[src/rtl/mul_pkg.sv]
// Shared definitions for the sequential HI/LO multiply controller:
// FSM encoding, default operand width and counter sizing.
package mul_pkg;

  localparam int MUL_WIDTH = 32;

  typedef enum logic [1:0] {
    ST_IDLE = 2'd0,
    ST_CALC = 2'd1,
    ST_FIX  = 2'd2,
    ST_DONE = 2'd3
  } mul_state_e;

  // Counter must be able to hold the value WIDTH itself.
  function automatic int cnt_width(input int w);
    return $clog2(w) + 1;
  endfunction

endpackage

[src/rtl/mul_shift_add_dp.sv]
// Shift-add datapath: {upper accumulator, multiplier} shift register fed by a
// WIDTH+1-bit adder; one multiplier bit is retired per step.
module mul_shift_add_dp
  import mul_pkg::*;
#(
  parameter int WIDTH = MUL_WIDTH
) (
  input  logic                 clk_i,
  input  logic                 rst_i,
  input  logic                 load_i,
  input  logic                 step_i,
  input  logic                 negate_i,
  input  logic [WIDTH-1:0]     ua_i,
  input  logic [WIDTH-1:0]     ub_i,
  output logic [2*WIDTH-1:0]   product_o
);

  logic [WIDTH-1:0]   ua_q, ua_d;
  logic [2*WIDTH-1:0] p_q, p_d;
  logic [WIDTH:0]     sum;

  always_comb begin
    sum  = {1'b0, p_q[2*WIDTH-1:WIDTH]} + (p_q[0] ? {1'b0, ua_q} : '0);
    ua_d = ua_q;
    p_d  = p_q;
    if (load_i) begin
      ua_d = ua_i;
      p_d  = {{WIDTH{1'b0}}, ub_i};
    end else if (step_i) begin
      // Carry lands in the top bit as the whole register shifts right.
      p_d = {sum, p_q[WIDTH-1:1]};
    end
  end

  always_ff @(posedge clk_i or posedge rst_i) begin
    if (rst_i) begin
      ua_q <= '0;
      p_q  <= '0;
    end else begin
      ua_q <= ua_d;
      p_q  <= p_d;
    end
  end

  assign product_o = negate_i ? -p_q : p_q;

endmodule

[src/rtl/mul_seq_ctrl.sv]
// Multi-cycle MULT/MULTU controller for the HI/LO unit: sequences the
// shift-add datapath, applies sign correction and services MTHI/MTLO.
module mul_seq_ctrl
  import mul_pkg::*;
#(
  parameter int WIDTH = MUL_WIDTH
) (
  input  logic             clk,
  input  logic             reset,
  input  logic             start,
  input  logic             is_signed,
  input  logic [WIDTH-1:0] a,
  input  logic [WIDTH-1:0] b,
  input  logic             abort,
  input  logic             mthi,
  input  logic             mtlo,
  input  logic [WIDTH-1:0] wdata,
  output logic             busy,
  output logic             done,
  output logic [WIDTH-1:0] hi,
  output logic [WIDTH-1:0] lo,
  output mul_state_e       dbg_state
);

  localparam int CNT_W = cnt_width(WIDTH);

  mul_state_e         state_q;
  logic [CNT_W-1:0]   cnt_q;
  logic               neg_q;
  logic               busy_q, done_q;
  logic [WIDTH-1:0]   hi_q, lo_q;
  logic [WIDTH-1:0]   ua_mag, ub_mag;
  logic [2*WIDTH-1:0] product;
  logic               accept;

  // Two's complement of the most negative value is itself, which is the
  // correct unsigned magnitude, so no extra bit is needed.
  assign ua_mag = (is_signed && a[WIDTH-1]) ? (~a + WIDTH'(1)) : a;
  assign ub_mag = (is_signed && b[WIDTH-1]) ? (~b + WIDTH'(1)) : b;
  assign accept = (state_q == ST_IDLE) && start && !abort;

  mul_shift_add_dp #(.WIDTH(WIDTH)) u_dp (
    .clk_i     (clk),
    .rst_i     (reset),
    .load_i    (accept),
    .step_i    (state_q == ST_CALC),
    .negate_i  (neg_q),
    .ua_i      (ua_mag),
    .ub_i      (ub_mag),
    .product_o (product)
  );

  always_ff @(posedge clk or posedge reset) begin
    if (reset) begin
      state_q <= ST_IDLE;
      cnt_q   <= '0;
      neg_q   <= 1'b0;
      busy_q  <= 1'b0;
      done_q  <= 1'b0;
      hi_q    <= '0;
      lo_q    <= '0;
    end else begin
      done_q <= 1'b0;
      case (state_q)
        ST_IDLE: begin
          if (mthi) hi_q <= wdata;
          if (mtlo) lo_q <= wdata;
          if (accept) begin
            neg_q   <= is_signed & (a[WIDTH-1] ^ b[WIDTH-1]);
            cnt_q   <= '0;
            busy_q  <= 1'b1;
            state_q <= ST_CALC;
          end
        end
        ST_CALC: begin
          if (abort) begin
            busy_q  <= 1'b0;
            state_q <= ST_IDLE;
          end else begin
            cnt_q <= cnt_q + CNT_W'(1);
            if (cnt_q == CNT_W'(WIDTH - 1)) state_q <= ST_FIX;
          end
        end
        ST_FIX: begin
          if (abort) begin
            busy_q  <= 1'b0;
            state_q <= ST_IDLE;
          end else begin
            {hi_q, lo_q} <= product;
            done_q       <= 1'b1;
            state_q      <= ST_DONE;
          end
        end
        default: begin
          busy_q  <= 1'b0;
          state_q <= ST_IDLE;
        end
      endcase
    end
  end

  assign busy      = busy_q;
  assign done      = done_q;
  assign hi        = hi_q;
  assign lo        = lo_q;
  assign dbg_state = state_q;

endmodule

[config.mk]
export PLATFORM = sky130hd
export DESIGN_NAME = mul_seq_ctrl
export DESIGN_NICKNAME = d
export VERILOG_FILES = /design/src/rtl/mul_pkg.sv /design/src/rtl/mul_shift_add_dp.sv /design/src/rtl/mul_seq_ctrl.sv
export SDC_FILE = /design/constraint.sdc
export NUM_CORES = 1
export LEC_CHECK = 0
export ABC_AREA = 1
export ABC_CLOCK_PERIOD_IN_PS = 9660
export BUFFER_PORTS_ARGS = -buffer_cell sky130_fd_sc_hd__buf_2
export CAP_MARGIN = 25
export CORE_ASPECT_RATIO = 0.9
export CORE_MARGIN = 1
export CORE_UTILIZATION = 55
export CTS_CLUSTER_SIZE = 8
export DETAILED_ROUTE_END_ITERATION = 6
export PLACE_DENSITY_LB_ADDON = 0.12
export SYNTH_ARGS = -nofsm -noshare
export SYNTH_HDL_FRONTEND = slang
export SYNTH_SLANG_ARGS = --single-unit
[constraint.sdc]
create_clock -name clk -period 9.66 [get_ports clk]
set_input_delay 1.932 -clock clk [delete_from_list [all_inputs] [get_ports clk]]
set_output_delay 1.932 -clock clk [all_outputs]
set_load 0.01 [all_outputs]
# ---- After elaboration in Yosys (flattened, before gate mapping)
# Index checks and enable logic that the tools add are counted.
dict set report word_totals {
  ff_bits 171
  in_bits 103
  output_inout_bits 68
  word_cells 69
}
dict set report op_classes {
  n_addsub 5
  n_eq_ne 10
  mux 25
  bitwise 4
  reduce_logical 16
}
# cell count
set ops {}
lappend ops {{two-way mux 32 bit} 7}
lappend ops {{two-way mux 64 bit} 3}
lappend ops {{case mux 32 bit (2 select lines)} 2}
lappend ops {{adder 32 x 1 -> 32 bit (second input constant)} 2}
lappend ops {{negation 64 bit} 1}
lappend ops {{inverter 32 bit} 2}
lappend ops {{adder 32 x 33 -> 33 bit} 1}
lappend ops {{two-way mux 6 bit} 2}
lappend ops {{case mux 6 bit (2 select lines)} 1}
lappend ops {{inequality test 2 bit (second input constant)} 5}
lappend ops {{AND reduction 3 bit} 3}
lappend ops {{two-way mux 2 bit} 4}
lappend ops {{adder 6 x 1 -> 6 bit (second input constant)} 1}
lappend ops {{== test 6 x 5 -> 1 bit (second input constant)} 1}
lappend ops {{case mux 2 bit (3 select lines)} 1}
lappend ops {{AND reduction 2 bit} 3}
lappend ops {{nonzero test 2 bit} 3}
lappend ops {{logical AND 1 bit} 4}
lappend ops {{two-way mux 1 bit} 4}
lappend ops {{inequality test 3 bit (second input constant)} 1}
lappend ops {{== test 2 x 1 -> 1 bit (second input constant)} 1}
lappend ops {{== test 2 bit (second input constant)} 1}
lappend ops {{zero test 2 bit} 1}
lappend ops {{inequality test 2 x 1 -> 1 bit (second input constant)} 1}
lappend ops {{other kinds (5)} 5}

# ---- Longest topological paths before layout
dict set report logic_depth {
  ltp_word 5
  depth_mapped 17
  ltp_nobuf 15
}

# ---- By module
# From an unflattened synthesis, not the netlist that was laid out.
dict set report hier_totals {
  hier_cells 2225
  hier_area_um2 13756.9
}
# module instances cells_each area_each_um2 seq_area_each_um2
set modules_own_cells {}
lappend modules_own_cells {mul_shift_add_dp 1 1410 8515.7 2402.3}
lappend modules_own_cells {mul_seq_ctrl 1 815 5241.3 1876.8}

# ---- Worst setup path before layout
# Ideal clock, no wire load.
dict set report synth_timing {
  kind {input-to-reg}
  start {input port b[0]}
  end {register u_dp.p_q[22]}
  setup_time_ns 0.131
  arrival_ns 3.003
  required_time_ns 9.529
  setup_slack_ns 6.526
  cell_stages 10
  path_buffers 0
  cell_sequence {inv_1 -> ha_1 -> nand3_2 -> nor2_2 -> nand2_2 -> inv_1 -> nand2_1 -> o21bai_2 -> xor2_1 -> o21bai_1}
}
dict set report synth_between {
  elab_chain_len 4
}
# item line
set synth_rtl {}
lappend synth_rtl {{from (decl)} mul_seq_ctrl.sv:13} ;# input logic [WIDTH-1:0] b,
lappend synth_rtl {{inverter 32 bit} mul_seq_ctrl.sv:39} ;# assign ub_mag = (is_signed && b[WIDTH-1]) ? (~b + WIDTH'(1)) : b;
lappend synth_rtl {{adder 32 x 1 -> 32 bit} mul_seq_ctrl.sv:39}
lappend synth_rtl {{two-way mux 32 bit} mul_seq_ctrl.sv:39}
lappend synth_rtl {{two-way mux 64 bit} mul_shift_add_dp.sv:26} ;# if (load_i) begin
lappend synth_rtl {{to (signal assigned)} mul_shift_add_dp.sv:41} ;# p_q <= p_d;
lappend synth_rtl {{to (decl)} mul_shift_add_dp.sv:19} ;# logic [2*WIDTH-1:0] p_q, p_d;
# Every way passes these cells.
# A chain may end at the register's enable or synchronous reset.

# ---- Worst setup path after layout
dict set report layout_timing {
  start {input port abort}
  end {register u_dp.p_q[25]}
}
dict set report layout_between {
  elab_chain_len 3
  word_cells_on_any_way 4
  classes_between {1 x mux; 3 x reduce/logical}
}
# item line
set layout_rtl {}
lappend layout_rtl {{from (decl)} mul_seq_ctrl.sv:14} ;# input logic abort,
lappend layout_rtl {{zero test 1 bit (*)} mul_seq_ctrl.sv:40} ;# assign accept = (state_q == ST_IDLE) && start && !abort;
lappend layout_rtl {{logical AND 1 bit (*)} mul_seq_ctrl.sv:40}
lappend layout_rtl {{two-way mux 64 bit or nonzero test 2 bit (tied branches)} --}
# Mark *: on every way between the ends. The rest lies on a longest branch, timed or not.

==> metrics.txt <==
# TYPE chip_impl_metric gauge
chip_impl_metric{name="cts-root-to-sink-buffers",unit=""} 2
chip_impl_metric{name="post_cts.repair.setup_buffers",unit=""} 0
chip_impl_metric{name="dieHeight",unit="um"} 151
chip_impl_metric{name="number_of_gates_given_a_new_drive_strength_after_cts",unit=""} 0
chip_impl_metric{name="drtPass1Iterations",unit=""} 7
chip_impl_metric{name="cell_internal_pwr",unit="uW"} 2220
chip_impl_metric{name="viasPerCell",unit=""} 5.69
chip_impl_metric{name="hold_slack",unit="ns"} 0.488
chip_impl_metric{name="portBuffers",unit=""} 170
chip_impl_info{name="synthFlopType",value="sky130_fd_sc_hd__dfrtp_1"} 1
chip_impl_metric{name="timing.critical_path.required",unit="ns"} 9.98
chip_impl_info{name="cpLargestDelayFamily",value="buffers and inverters"} 1
chip_impl_metric{name="num_io_pins",unit=""} 171
chip_impl_metric{name="detailroute.via_count",unit=""} 14800
chip_impl_metric{name="power_frac_comb",unit=""} 0.546
chip_impl_metric{name="grt_antenna_before_repair",unit=""} 0
chip_impl_metric{name="power.switching",unit="uW"} 2350
chip_impl_metric{name="yosysWarningCount",unit=""} 0
chip_impl_metric{name="grt_max_degree",unit=""} 78
chip_impl_metric{name="endpoints_failing_setup",unit=""} 0
chip_impl_info{name="timing.critical_path.from_type",value="primary input"} 1
chip_impl_metric{name="antenna_violating_nets_post_route",unit=""} 0
chip_impl_metric{name="cp_num_buf_inv",unit=""} 4
chip_impl_metric{name="holdBufCountCts",unit=""} 0
chip_impl_metric{name="timing.reg2reg.setup_slack",unit="ns"} 5.85
chip_impl_metric{name="finClkSkew",unit="ns"} 0.0118
chip_impl_metric{name="maxCapViolations",unit=""} 0
chip_impl_metric{name="total_global_routing_track_utilization",unit=""} 0.370
chip_impl_info{name="crit_chain",value="buf_2, inv_2, nand3_4, inv_2, nor2_4, inv_2, o22ai_1, o21bai_1"} 1
chip_impl_info{name="crit_type",value="in2reg"} 1
chip_impl_metric{name="final.setup.tns",unit="ns"} 0
chip_impl_info{name="violations_in_the_final_reports",value="DRC"} 1
chip_impl_metric{name="worst_slew_pin_tran",unit="ns"} 1.06
chip_impl_metric{name="power_density",unit="nW/um2"} 300
chip_impl_metric{name="num-nets-final",unit=""} 2421
chip_impl_metric{name="ctsHtreeMaxLevel",unit=""} 4
chip_impl_metric{name="crit_path_max_incr_delay",unit="ns"} 0.88
chip_impl_metric{name="layout_worst_path_cycle_share",unit=""} 0.474
chip_impl_metric{name="pwr-share-seq",unit=""} 0.297
chip_impl_metric{name="place_congestion",unit=""} 1.00
chip_impl_metric{name="achievable-frequency",unit="MHz"} 218
chip_impl_metric{name="synth_seq_cells",unit=""} 171
chip_impl_metric{name="overflow",unit=""} 0
chip_impl_info{name="synth_area_leader_cell",value="sky130_fd_sc_hd__dfrtp_1"} 1
chip_impl_metric{name="synth_sequential_area_ratio",unit=""} 0.315
chip_impl_metric{name="grt_first_pass_wirelength",unit="um"} 72000
chip_impl_metric{name="syn_avg_cell_area",unit="um2"} 6.32
chip_impl_metric{name="critPathArrivalTime",unit="ns"} 4.90
chip_impl_metric{name="route.detailed.wl_per_inst",unit="um"} 17.7
chip_impl_metric{name="timing.max_slew.rel_slack",unit=""} 0.295
chip_impl_metric{name="cts_inserted_buffers",unit=""} 17
chip_impl_metric{name="path_max_fanout",unit=""} 64
chip_impl_metric{name="drive_gt1_frac",unit=""} 0.125
chip_impl_metric{name="final_slew_viol_count",unit=""} 0
chip_impl_info{name="cts_root_buffer",value="sky130_fd_sc_hd__clkbuf_16"} 1
chip_impl_info{name="tritoncts",value="done"} 1
chip_impl_metric{name="synthDominantCellAreaShare",unit=""} 0.315
chip_impl_metric{name="report.final.hold_viol_count",unit=""} 0
chip_impl_metric{name="die-width",unit="um"} 168
chip_impl_info{name="most_common_cell_on_crit_path",value="sky130_fd_sc_hd__inv_2"} 1
chip_impl_metric{name="period_minus_slack",unit="ns"} 4.58
chip_impl_metric{name="synthesis.area",unit="um2"} 13600
chip_impl_metric{name="power.switching_fraction",unit=""} 0.514
chip_impl_metric{name="synthesis.instances",unit=""} 2150
chip_impl_metric{name="number_of_global_route_vias_before_repair",unit=""} 13200
chip_impl_info{name="grt_setup_unrepaired",value="no"} 1
chip_impl_metric{name="synth-edff-count",unit=""} 0
chip_impl_metric{name="irDropWorstVdd",unit="mV"} 0.192
chip_impl_metric{name="detail_route.iter0.violations",unit=""} 1584
chip_impl_metric{name="area_growth_syn_to_layout",unit="%"} 11.9
chip_impl_metric{name="static-leakage-power",unit="uW"} 0.00765
chip_impl_metric{name="postRouteWirelength",unit="um"} 46000
chip_impl_metric{name="netlist-cell-type-count",unit=""} 46
chip_impl_metric{name="area_inside_the_core_boundary",unit="um2"} 24300
chip_impl_metric{name="final.fill_count",unit=""} 2390
chip_impl_metric{name="clock_latency",unit="ns"} 0.45
chip_impl_metric{name="share_of_async_settable_or_async_resettable_flops_after_synthesis",unit=""} 1.00
chip_impl_metric{name="rows",unit=""} 54
chip_impl_metric{name="dp.final_hpwl",unit="um"} 36200
chip_impl_metric{name="initial_core_util",unit=""} 0.560
chip_impl_info{name="hold_path.class",value="reg2reg"} 1
chip_impl_info{name="critical_path_s_slowest_cell",value="sky130_fd_sc_hd__inv_2"} 1
chip_impl_metric{name="n_antenna_cell",unit=""} 0
chip_impl_info{name="outcome",value="complete, but fails checks"} 1
chip_impl_metric{name="clkSinkCount",unit=""} 171
chip_impl_metric{name="report.power.total",unit="uW"} 4560
chip_impl_info{name="timing.critical_path.to_type",value="flop"} 1
chip_impl_metric{name="power_frac_clock",unit=""} 0.157
chip_impl_info{name="biggest_area_contributors_in_the_synthesized_netlist",value="sky130_fd_sc_hd__dfrtp_1, sky130_fd_sc_hd__nand2_1, sky130_fd_sc_hd__nor2_1, sky130_fd_sc_hd__nand3_1, sky130_fd_sc_hd__inv_1"} 1
chip_impl_metric{name="detail_route.drc_violations",unit=""} 2
chip_impl_metric{name="clk_pin_slew",unit="ns"} 0.07
chip_impl_metric{name="mappedNetlistNets",unit=""} 2294
chip_impl_metric{name="die_area",unit="um2"} 25300
[layout make-up]
cell class                 instances  area [um2]  share of cell area
tap                              308         385              0.0254
multi-input combinational       1639        7980               0.525
timing repair buffer             179         951              0.0626
clock inverter                    13         150             0.00988
clock buffer                      18         439              0.0289
inverter                         269        1020              0.0669
sequential                       171        4280               0.282
[synth_stat cells (2+ instances only)]
cell type                  instances
sky130_fd_sc_hd__clkinv_1          2
sky130_fd_sc_hd__nor3_1           15
sky130_fd_sc_hd__buf_6             3
sky130_fd_sc_hd__nand4_1          23
sky130_fd_sc_hd__nand2_1         562
sky130_fd_sc_hd__buf_2            27
sky130_fd_sc_hd__xnor2_1           2
sky130_fd_sc_hd__nand3_4           3
sky130_fd_sc_hd__nor2_2           13
sky130_fd_sc_hd__nand3_2           4
sky130_fd_sc_hd__o21ai_2           5
sky130_fd_sc_hd__nand2_4           2
sky130_fd_sc_hd__o221ai_1         15
sky130_fd_sc_hd__o21ai_1           7
sky130_fd_sc_hd__inv_2             9
sky130_fd_sc_hd__ha_1             40
sky130_fd_sc_hd__buf_1             4
sky130_fd_sc_hd__nor2_4            9
sky130_fd_sc_hd__o21bai_1         13
sky130_fd_sc_hd__or2_2             4
sky130_fd_sc_hd__nand2_2          17
sky130_fd_sc_hd__nand3b_1          8
sky130_fd_sc_hd__dfrtp_1         171
sky130_fd_sc_hd__nand3_1         230
sky130_fd_sc_hd__inv_1           257
sky130_fd_sc_hd__clkbuf_1         37
sky130_fd_sc_hd__a21oi_1         158
sky130_fd_sc_hd__o31ai_1           3
sky130_fd_sc_hd__and2_1            7
sky130_fd_sc_hd__nor2_1          309
sky130_fd_sc_hd__a31oi_1          13
sky130_fd_sc_hd__xor2_1           20
sky130_fd_sc_hd__o211ai_1          8
sky130_fd_sc_hd__o22ai_1          20
sky130_fd_sc_hd__or2_1             2
sky130_fd_sc_hd__o21ai_0         118
[power groups by stage]
stage / Sequential (uW) / Combinational, uW / Clock (uW)
5_1_grt: 1390 / 2780 / 748
3_5_place_dp: 1350 / 2440 / 0
4_1_cts: 1340 / 2450 / 718
2_1_floorplan: 1310 / 1690 / 0
3_3_place_gp: 1360 / 2360 / 0
6_report: 1360 / 2490 / 714
[layer usage]
layer,share of wire,track usage,vias to the layer above
li1,-,-,7248
met1,0.45,0.541,6647
met2,0.41,0.535,810
met3,0.11,0.0753,82
met4,0.032,0.140,0
met5,0,0,-
[flip-flops by register name, indices dropped and copies added, names as in the netlist]
| name | flops |
|---|---|
| u_dp.p_q | 64 |
| hi | 32 |
| lo | 32 |
| u_dp.ua_q | 32 |
| cnt_q | 6 |
| dbg_state | 2 |
| busy | 1 |
| done | 1 |
| neg_q | 1 |
[cells in the final DEF, fill, tap and decap left out, types with 2 or more instances in the layout]
master                      netlist  layout
sky130_fd_sc_hd__a21oi_1        158     158
sky130_fd_sc_hd__dfrtp_1        171     170
sky130_fd_sc_hd__nor2_1         309     309
sky130_fd_sc_hd__and2_1           7       7
sky130_fd_sc_hd__nor2_2          13      13
sky130_fd_sc_hd__nand2_2         17      17
sky130_fd_sc_hd__nand2_4          2       2
sky130_fd_sc_hd__xor2_1          20      20
sky130_fd_sc_hd__o31ai_1          3       3
sky130_fd_sc_hd__nand3_1        230     230
sky130_fd_sc_hd__clkbuf_16        0      17
sky130_fd_sc_hd__inv_6            0       8
sky130_fd_sc_hd__nand3_2          4       4
sky130_fd_sc_hd__nor3_1          15      15
sky130_fd_sc_hd__a31oi_1         13      13
sky130_fd_sc_hd__o221ai_1        15      15
sky130_fd_sc_hd__nand3_4          3       3
sky130_fd_sc_hd__o22ai_1         20      20
sky130_fd_sc_hd__ha_1            40      39
sky130_fd_sc_hd__buf_4            0       7
sky130_fd_sc_hd__inv_1          257     256
sky130_fd_sc_hd__xnor2_1          2       2
sky130_fd_sc_hd__nand3b_1         8       8
sky130_fd_sc_hd__inv_2            9       9
sky130_fd_sc_hd__or2_2            4       4
sky130_fd_sc_hd__buf_2           27     170
sky130_fd_sc_hd__nand2_1        562     562
sky130_fd_sc_hd__nor2_4           9       9
sky130_fd_sc_hd__inv_8            0       3
sky130_fd_sc_hd__o21ai_2          5       5
sky130_fd_sc_hd__o21bai_1        13      13
sky130_fd_sc_hd__or2_1            2       2
sky130_fd_sc_hd__o21ai_1          7       7
sky130_fd_sc_hd__o21ai_0        118     118
sky130_fd_sc_hd__clkinv_1         2       2
sky130_fd_sc_hd__nand4_1         23      23
sky130_fd_sc_hd__o211ai_1         8       8
[through the flow]
| stage | worst slack [ns] | util | std cells | area, um2 |
|---|---|---|---|---|
| 4_1_cts | 5.12 | 0.627 | 2597 | 15200 |
| 3_3_place_gp | 4.73 | 0.600 | 2564 | 14600 |
| 2_1_floorplan | 3.10 | - | 2150 | 13600 |
| 6_report | 5.08 | 0.627 | 2597 | 15200 |
| 5_1_grt | 4.88 | 0.627 | 2597 | 15200 |
| 3_5_place_dp | 4.67 | 0.602 | 2566 | 14600 |
[cells by family after synthesis]
group                    after synthesis  share of synthesized area
AND/OR/NAND/NOR                     1212                      0.386
adder cells (fa/ha/maj)               41                     0.0383
buffers and inverters                340                     0.0982
flip-flops                           171                      0.315
XOR/XNOR                              22                     0.0142
AO/OA/AOI/OAI                        364                      0.149
[worst min-delay path, cell delays in order, from the launching register on]
cell and delay [ns]:
sky130_fd_sc_hd__dfrtp_1 0.35, sky130_fd_sc_hd__nand2_1 0.05, sky130_fd_sc_hd__nand2_1 0.05
[final timing paths]
check	start	end	cells past startpoint
min in group asynchronous	reset	dbg_state[0]	2
worst min register to register	u_dp.ua_q[18]	u_dp.ua_q[18]	2
max in group asynchronous	reset	hi[18]	4
worst min-delay path	u_dp.ua_q[18]	u_dp.ua_q[18]	2
worst max-delay path	abort	u_dp.p_q[25]	8
worst max register to register	dbg_state[1]	u_dp.p_q[25]	8
Power figures use the tool's default switching activity.
